`config.mk`:
```
export PLATFORM = sky130hd
export DESIGN_NAME = execute_stage
export DESIGN_NICKNAME = d
export VERILOG_FILES = /design/src/rtl/execute_stage.sv
export SDC_FILE = /design/constraint.sdc
export NUM_CORES = 2
export LEC_CHECK = 0
export ABC_AREA = 1
export CORE_UTILIZATION = 38
export CTS_BUF_LIST = sky130_fd_sc_hd__clkbuf_16
export DETAILED_ROUTE_END_ITERATION = 7
export GPL_TIMING_DRIVEN = 0
export PLACE_DENSITY = 0.64
export SETUP_SLACK_MARGIN = 0.05
export SLEW_MARGIN = 25
export SYNTH_ARGS = -nofsm -noshare
export SYNTH_HDL_FRONTEND = slang
export SYNTH_SLANG_ARGS = --single-unit
```
`constraint.sdc`:
```
create_clock -name clk_i -period 6.55 [get_ports clk_i]
set_input_delay 0.9825 -clock clk_i [delete_from_list [all_inputs] [get_ports clk_i]]
set_output_delay 0.9825 -clock clk_i [all_outputs]
set_load 0.05 [all_outputs]
```
`src/rtl/execute_stage.sv`:
```
// Execute stage: operand forwarding, ALU, and an iterative multiply/divide
// unit that owns HI/LO. ALU outputs are combinational; mult/div takes
// one start cycle plus MD_CYCLES step cycles.
module execute_stage #(
    parameter int MD_CYCLES = 32
) (
    input  logic        clk_i,
    input  logic        rst_i,
    input  logic [3:0]  alu_op_e_i,
    input  logic        alu_src_e_i,
    input  logic        shift_var_e_i,
    input  logic        reg_dst_e_i,
    input  logic [2:0]  md_op_e_i,
    input  logic        lo_sel_e_i,
    input  logic [31:0] reg_data_1_e_i,
    input  logic [31:0] reg_data_2_e_i,
    input  logic [4:0]  rt_e_i,
    input  logic [4:0]  rd_e_i,
    input  logic [4:0]  shamt_e_i,
    input  logic [31:0] ext_imm_e_i,
    input  logic [1:0]  forward_a_e_i,
    input  logic [1:0]  forward_b_e_i,
    input  logic [31:0] alu_out_m_i,
    input  logic [31:0] result_w_i,
    output logic [31:0] alu_out_e_o,
    output logic [31:0] write_data_e_o,
    output logic [4:0]  write_reg_e_o,
    output logic        md_busy_o
);
    localparam int CW = $clog2(MD_CYCLES) + 1;

    typedef enum logic {IDLE, RUN} md_state_t;

    md_state_t   state, state_next;
    logic [CW-1:0] cnt;
    logic [31:0] hi, lo;
    logic [63:0] p, p_step;
    logic [31:0] op_b, dividend;
    logic        op_div, sign_q, sign_r, div_zero;
    logic        md_start, md_done;

    logic [31:0] src_a, fwd_b, src_b, alu_res;
    logic [4:0]  sh;

    // Operand forwarding and immediate select
    always_comb begin
        case (forward_a_e_i)
            2'b01:   src_a = result_w_i;
            2'b10:   src_a = alu_out_m_i;
            default: src_a = reg_data_1_e_i;
        endcase
        case (forward_b_e_i)
            2'b01:   fwd_b = result_w_i;
            2'b10:   fwd_b = alu_out_m_i;
            default: fwd_b = reg_data_2_e_i;
        endcase
        src_b = alu_src_e_i ? ext_imm_e_i : fwd_b;
        sh    = shift_var_e_i ? src_a[4:0] : shamt_e_i;
    end

    // ALU function decode; unused encodings yield zero
    always_comb begin
        alu_res = 32'd0;
        case (alu_op_e_i)
            4'h0: alu_res = src_a + src_b;
            4'h1: alu_res = src_a - src_b;
            4'h2: alu_res = src_a & src_b;
            4'h3: alu_res = src_a | src_b;
            4'h4: alu_res = src_a ^ src_b;
            4'h5: alu_res = ~(src_a | src_b);
            4'h6: alu_res = {31'd0, $signed(src_a) < $signed(src_b)};
            4'h7: alu_res = {31'd0, src_a < src_b};
            4'h8: alu_res = src_b << sh;
            4'h9: alu_res = src_b >> sh;
            4'hA: alu_res = $unsigned($signed(src_b) >>> sh);
            4'hB: alu_res = {src_b[15:0], 16'd0};
            default: alu_res = 32'd0;
        endcase
    end

    // Result/destination muxing; MFHI/MFLO override the ALU
    always_comb begin
        case (md_op_e_i)
            3'd5:    alu_out_e_o = hi;
            3'd6:    alu_out_e_o = lo;
            default: alu_out_e_o = alu_res;
        endcase
        write_data_e_o = fwd_b;
        write_reg_e_o  = reg_dst_e_i ? rd_e_i : rt_e_i;
    end

    // Mult/div state register
    always_ff @(posedge clk_i) begin
        if (rst_i) state <= IDLE;
        else       state <= state_next;
    end

    // Mult/div next state and start/done strobes
    always_comb begin
        state_next = state;
        md_start   = 1'b0;
        md_done    = 1'b0;
        case (state)
            IDLE: if (md_op_e_i >= 3'd1 && md_op_e_i <= 3'd4) begin
                md_start   = 1'b1;
                state_next = RUN;
            end
            RUN: if (cnt == CW'(MD_CYCLES - 1)) begin
                md_done    = 1'b1;
                state_next = IDLE;
            end
            default: state_next = IDLE;
        endcase
    end

    assign md_busy_o = md_start | (state == RUN);

    // One iteration: shift-add multiply, or restoring divide where
    // p holds {remainder, quotient-being-built}
    logic [32:0] sum, rem_sh, diff;
    always_comb begin
        sum    = {1'b0, p[63:32]} + (p[0] ? {1'b0, op_b} : 33'd0);
        rem_sh = {p[63:32], p[31]};
        diff   = rem_sh - {1'b0, op_b};
        if (op_div)
            p_step = diff[32] ? {rem_sh[31:0], p[30:0], 1'b0}
                              : {diff[31:0],   p[30:0], 1'b1};
        else
            p_step = {sum, p[31:1]};
    end

    // Operand magnitudes and result signs taken at the start edge
    logic        is_signed, a_neg, b_neg;
    logic [31:0] a_mag, b_mag;
    logic [63:0] prod_neg;
    always_comb begin
        is_signed = (md_op_e_i == 3'd1) || (md_op_e_i == 3'd3);
        a_neg     = is_signed & src_a[31];
        b_neg     = is_signed & fwd_b[31];
        a_mag     = a_neg ? -src_a : src_a;
        b_mag     = b_neg ? -fwd_b : fwd_b;
        prod_neg  = -p_step;
    end

    // Mult/div datapath, HI/LO and moves into HI/LO
    always_ff @(posedge clk_i) begin
        if (rst_i) begin
            cnt <= '0; hi <= '0; lo <= '0; p <= '0;
            op_b <= '0; dividend <= '0;
            op_div <= 1'b0; sign_q <= 1'b0; sign_r <= 1'b0; div_zero <= 1'b0;
        end else if (md_start) begin
            cnt      <= '0;
            p        <= {32'd0, a_mag};
            op_b     <= b_mag;
            dividend <= src_a;
            op_div   <= (md_op_e_i == 3'd3) || (md_op_e_i == 3'd4);
            sign_q   <= a_neg ^ b_neg;
            sign_r   <= a_neg;
            div_zero <= (fwd_b == 32'd0);
        end else if (state == RUN) begin
            p   <= p_step;
            cnt <= md_done ? '0 : cnt + CW'(1);
            if (md_done) begin
                if (!op_div) begin
                    {hi, lo} <= sign_q ? prod_neg : p_step;
                end else if (div_zero) begin
                    lo <= 32'hFFFF_FFFF;
                    hi <= dividend;
                end else begin
                    lo <= sign_q ? -p_step[31:0]  : p_step[31:0];
                    hi <= sign_r ? -p_step[63:32] : p_step[63:32];
                end
            end
        end else if (md_op_e_i == 3'd7) begin
            if (lo_sel_e_i) lo <= src_a;
            else            hi <= src_a;
        end
    end

    // Reading HI/LO mid-operation means the hazard unit failed to stall
    assert property (@(posedge clk_i) disable iff (rst_i)
        !(state == RUN && (md_op_e_i == 3'd5 || md_op_e_i == 3'd6)));

endmodule

```
Yosys cells after proc, flatten, opt, wreduce, memory -nomap -nowiden
Cells that the tools add are included.

storage, ports and cells
  register bits = 203
  input bits = 192
  output and inout port bits = 70
  word-level logic and storage cells = 110

operators by class
  $add $sub $neg = 10
  magnitude comparators = 4
  eq/ne operators = 24
  shifts and indexed selects = 3
  muxes and demuxes = 36
  bitwise logic cells = 10
  reductions and logical operators = 11

operator list
  kind                  count
  $mux W32              20
  $pmux W32 S12         1
  $mux W64              3
  $pmux W32 S2          3
  $neg A32 Y32          4
  $lt A32 B32 Y1        2
  $neg A64 Y64          1
  $add A32 B32 Y33      1
  $sub A33 B32 Y33      1
  $add A32 B32 Y32      1
  $and A32 B32 Y32      1
  $logic_not A32 Y1     1
  $not A32 Y32          1
  $or A32 B32 Y32       1
  $shl A32 B5 Y32       1
  $shr A32 B5 Y32       1
  $sshr A32 B5 Y32      1
  $sub A32 B32 Y32      1
  $xor A32 B32 Y32      1
  $eq A4 B3 Y1 const B  4
  $eq A4 B4 Y1 const B  4
  $eq A3 B3 Y1 const B  4
  $mux W5               2
  $eq A4 B2 Y1 const B  2
  23 further kinds      36

Depth between registers and ports, before layout
  depth after elaboration = 9
  depth in mapped cells = 38
  gate-level depth less buffers = 38

Worst setup path after synthesis
Ideal clock, no wire load.

  kind = input to output
  from = in forward_b_e_i[0]
  to = out alu_out_e_o[24]
  arrival = 4.923 ns
  required time = 5.568 ns
  path slack = 0.645 ns
  stages = 27
  path buffers = 0
  cell sequence = inv_1 > ha_1 > inv_2 > o21ai_0 > o21ai_0 > inv_1 > fa_1 > inv_1 > nand3_1 > nand2_1 > nand2_1 > nand2_1 > a21oi_1 > o21ai_0 > inv_1 > nor2_1 > nor2_1 > o21ai_0 > a21oi_1 > o21ai_0 > nand2_1 > nand2_1 > nand2_1 > nand3_1 > nand3_1 > nand2_1 > nand3_1

between the ends
  cells in the longest elaborated chain, start to end = 7
  elaborated cells between the ends (all ways) = 15
  classes of those cells = 2 x add/sub; 2 x eq/ne; 3 x shift; 4 x mux; 4 x bitwise

RTL lines
  element                                                   RTL line  source
  start: declaration                                        22        input logic [1:0] forward_b_e_i,
  $eq A2 B2 Y1 or $eq A2 B1 Y1 (tied branches)              52        case (forward_b_e_i)
  $pmux W32 S2 (*)                                          52
  $mux W32 (*)                                              57        src_b = alu_src_e_i ? ext_imm_e_i : fwd_b;
  branches (longest 2 deep; another with $sub A32 B32 Y32)  --
  $pmux W32 S12 (*)                                         64        case (alu_op_e_i)
  $pmux W32 S2 (*)                                          83        case (md_op_e_i)
  end: declaration                                          25        output logic [31:0] alu_out_e_o,

Mark *: on every way between the ends.

Final worst setup path
  from = in forward_b_e_i[1]
  to = out alu_out_e_o[14]

Same word-level chain as after synthesis.

==> metrics.txt <==
count of final setup violators 0; clock network power share 15.8%; Initial Util 38.5%; via count roughly 43000; Detailed Route WL 203000 um; first-pass GRT wire length 282000 um; failing checks DRC; Post-Syn Area 0.0305 mm2; First-pass DRT Iterations 8; worst hold path class flop to flop; CP peak stage delay around 0.42 ns; Layout area overhead 24.0%; Peak VDD IR 0.208 mV; Reg power frac 16.2%; WL per Instance between 20 and 30 um; vias in the first global route between 30000 and 40000; Reg clk slew, reported paths 0.06 ns; Post-synth EDFFs 0; die width 285 um; register area share after synthesis 13.3%; CP delay by family, top compound AO/OA/AOI/OAI gates; Post-Place Cells 6887; Worst setup SP type input pin; Worst setup EP type output port; Net Sw Power 5000 uW; Port Buffers 258; crit path cell chain dlygate4sd2_1 -> ha_4 -> inv_4 -> buf_4 -> nand3_1 -> o21ai_1 -> o21a_4 -> inv_1 -> o21ai_0 -> o21ai_0 -> nand2_1 -> nand2_1 -> o21ai_0 -> o21ai_0 -> nand2_1 -> o2111ai_1 -> o21ai_0 -> nand3_1 -> clkdlybuf4s15_2; layout cells sized above 1 a little under an eighth; global placement routability congestion 1.13; internal power 3790 uW; Non-Filler Instances around 7000; clock skew 0.0154 ns; CTS Buf Count 24; DRC 15; Worst Path Buf+Inv 5; Mapped Nets 5947; FP Rows 103; GRT overflow 0; num ports around 260; Crit path required time between 5 and 6 ns; R2R Setup Slk 0.31 ns; CP Class input pin to output port; status complete, but fails checks; Synth warnings 0; flops & latches, synth 203; Slowest-stage cell, CP o21ai_0; initial antenna violation count 8; core area 0.0791 mm2; Gate Count Post-Synth 5574; power density over cell area 233 mW/mm2; vias per inst 6.12; largest net degree at the start of global routing 14; Slew @ Worst Pin 1.15 ns; Leak about 0.018 uW; Skew-Pair Late Insertion Delay 0.58 ns; Util after Layout 47.8%; initial drt markers roughly 6100; die area 0.0814 mm2; number of max-cap violations 0; FMAX between 150 and 200 MHz; HPWL Detailed around 160000 um; Clock Sinks 203; Distinct cells, synth 69; syn_area_per_cell ~5.5 um2; Fin. Hold Viols 0; setup TNS 0 ns; final worst path period need 6.54 ns; CP arrival 5.56 ns; switching share of power 56.9%; Slew Limit Fails 0; Final ANT Viol Nets 0; max_slew headroom ~23%; CTS Root Cell clkbuf_16; H-tree depth 1; Nets 6325; total track usage 47.7%; RSZ-0062 raised after global routing yes; Main synth FF type dfxtp_1; WHS around 0.47 ns; asr flop ratio synth 0%; # hold bufs at CTS 0; Die Height about 290 um; CP max FO 10; cell mode on critical path o21ai_0; Final period util between 90% and 100%; TritonCTS clock tree yes; clk buf depth 3; Combinational Power Share 68.0%
## synth_stat cells (10+ instances only)
cell | n | share of area [%]
clkbuf_1 | 175 | 2.2
a21oi_1 | 340 | 5.6
o22ai_1 | 45 | 0.92
a22oi_1 | 11 | 0.27
nor3_1 | 81 | 1.3
and2_1 | 16 | 0.33
a21oi_2 | 14 | 0.40
nor2_1 | 474 | 5.8
o21ai_1 | 74 | 1.2
nand2_2 | 28 | 0.57
buf_2 | 40 | 0.66
o21a_1 | 35 | 0.86
a211oi_1 | 18 | 0.44
nor4_1 | 11 | 0.23
a22o_1 | 13 | 0.37
inv_1 | 720 | 8.9
xnor2_1 | 10 | 0.29
inv_2 | 26 | 0.32
o21ai_0 | 525 | 8.6
o32ai_1 | 13 | 0.37
nor2_4 | 10 | 0.37
o221ai_1 | 25 | 0.72
or2_2 | 21 | 0.43
o2111ai_1 | 17 | 0.49
nand2_1 | 1602 | 20
dfxtp_1 | 203 | 13
a31oi_1 | 31 | 0.64
nor2_2 | 15 | 0.31
nand3_2 | 13 | 0.43
buf_1 | 34 | 0.42
o211ai_1 | 73 | 1.8
xor2_1 | 27 | 0.78
buf_6 | 15 | 0.55
nand3_1 | 422 | 6.9
o21bai_1 | 11 | 0.27
nand4_1 | 45 | 0.92
nand3b_1 | 19 | 0.47
a221o_1 | 12 | 0.39
nand2_4 | 10 | 0.37
ha_1 | 177 | 7.3
a221oi_1 | 27 | 0.78
## metrics by stage
step | total power, uW | setup slack (ns) | cell area [um2]
2_1_floorplan | 4590 | 0.645 | 30500
3_3_place_gp | 6610 | -3.83 | 34400
3_5_place_dp | 6600 | -2.90 | 34500
4_1_cts | 8410 | 0.0198 | 37500
5_1_grt | 9070 | -0.0183 | 37800
6_report | 8790 | 0.00947 | 37800
## flip-flops by register name (all words and copies together) (netlist names)
register and flops:
op_b 32, hi 32, sign_q 1, lo 32, p 64, div_zero 1
state 1, dividend 32, op_div 1, sign_r 1, cnt 6
## final timing paths
| path | from | to | cells past startpoint |
|---|---|---|---|
| setup / recovery | forward_b_e_i[1] | alu_out_e_o[14] | 19 |
| hold / removal | dividend[1]$_SDFFE_PP0P_ | dividend[1]$_SDFFE_PP0P_ | 2 |
| setup reg to reg | p[0]$_SDFFE_PP0P_ | hi[24]$_SDFFE_PP0P_ | 28 |
| hold reg to reg | dividend[1]$_SDFFE_PP0P_ | dividend[1]$_SDFFE_PP0P_ | 2 |
## power by group through the flow
| stage | clock network [uW] | registers (uW) | logic [uW] |
|---|---|---|---|
| 2_1_floorplan | 0 | 1400 | 3190 |
| 3_3_place_gp | 0 | 1440 | 5170 |
| 3_5_place_dp | 0 | 1440 | 5160 |
| 4_1_cts | 1390 | 1420 | 5600 |
| 5_1_grt | 1420 | 1430 | 6230 |
| 6_report | 1390 | 1420 | 5980 |
## final cells by class
type                    instances  area [um2]
multi-input cells            4348       24000
fillers                      8859       41300
diodes                          7        17.5
clock buffers                  24         601
repair buffers                373        3470
inverters                     752        2900
clock inverters                20         166
repair inverters                1        7.51
plain buffers                 249        1300
well taps                    1050        1310
flip-flops and latches        203        4060
## cells by family (layout without fill, tap and decap cells)
family / Yosys count / after routing / share of synthesized area [%]
XOR/XNOR: 37 / 37 / 1.06
AND/OR/NAND/NOR: 2797 / 2797 / 39.2
flip-flops: 203 / 203 / 13.3
other: 0 / 7 / 0
buffers and inverters: 1023 / 1419 / 13.2
AO/OA/AOI/OAI: 1321 / 1321 / 25.2
multiplexers: 12 / 12 / 0.415
adder cells (fa/ha/maj): 181 / 181 / 7.53
## per-layer routing
metal | part of all wire, % | vias to the layer above | track usage (%)
met2 | 40 | 3133 | 68.9
met1 | 39 | 19900 | 60.9
met5 | 0.031 | - | 0
met3 | 13 | 692 | 13.9
met4 | 8.2 | 8 | 32.3
li1 | - | 19200 | -
## placed cells by master, fill, tap and decap left out, types with 26 or more instances in the layout
| cell type | instances |
|---|---|
| nand2_1 | 1584 |
| a21oi_1 | 319 |
| dfxtp_1 | 203 |
| o21ai_1 | 77 |
| a31oi_1 | 31 |
| ha_1 | 148 |
| clkbuf_1 | 140 |
| nor3_1 | 75 |
| o21ai_4 | 50 |
| nand3_1 | 396 |
| inv_1 | 683 |
| o21ai_0 | 440 |
| xor2_1 | 27 |
| a221oi_1 | 27 |
| nor2_1 | 465 |
| a21oi_2 | 29 |
| buf_2 | 37 |
| buf_4 | 120 |
| nand2_2 | 45 |
| buf_1 | 26 |
| nand4_1 | 45 |
| nand3_2 | 34 |
| o22ai_1 | 44 |
| o21ai_2 | 40 |
| o211ai_1 | 73 |
| inv_2 | 43 |
| clkdlybuf4s50_1 | 222 |
## tightest hold or removal path, delay by kind of cell, from the launching register on
family | cells | cell delay (ns)
simple gates | 1 | 0.05
compound gates | 1 | 0.05
flops | 1 | 0.33
## what timing repair did
action                                  4_1_cts  5_1_grt
pin swaps                                    74       43
endpoints found under the setup margin       32       31
gates cloned                                  1        0
resized for setup                           546       78
endpoints found under the hold margin         0        0
setup buffers                                95       15
(Power assumes the default switching activity.)
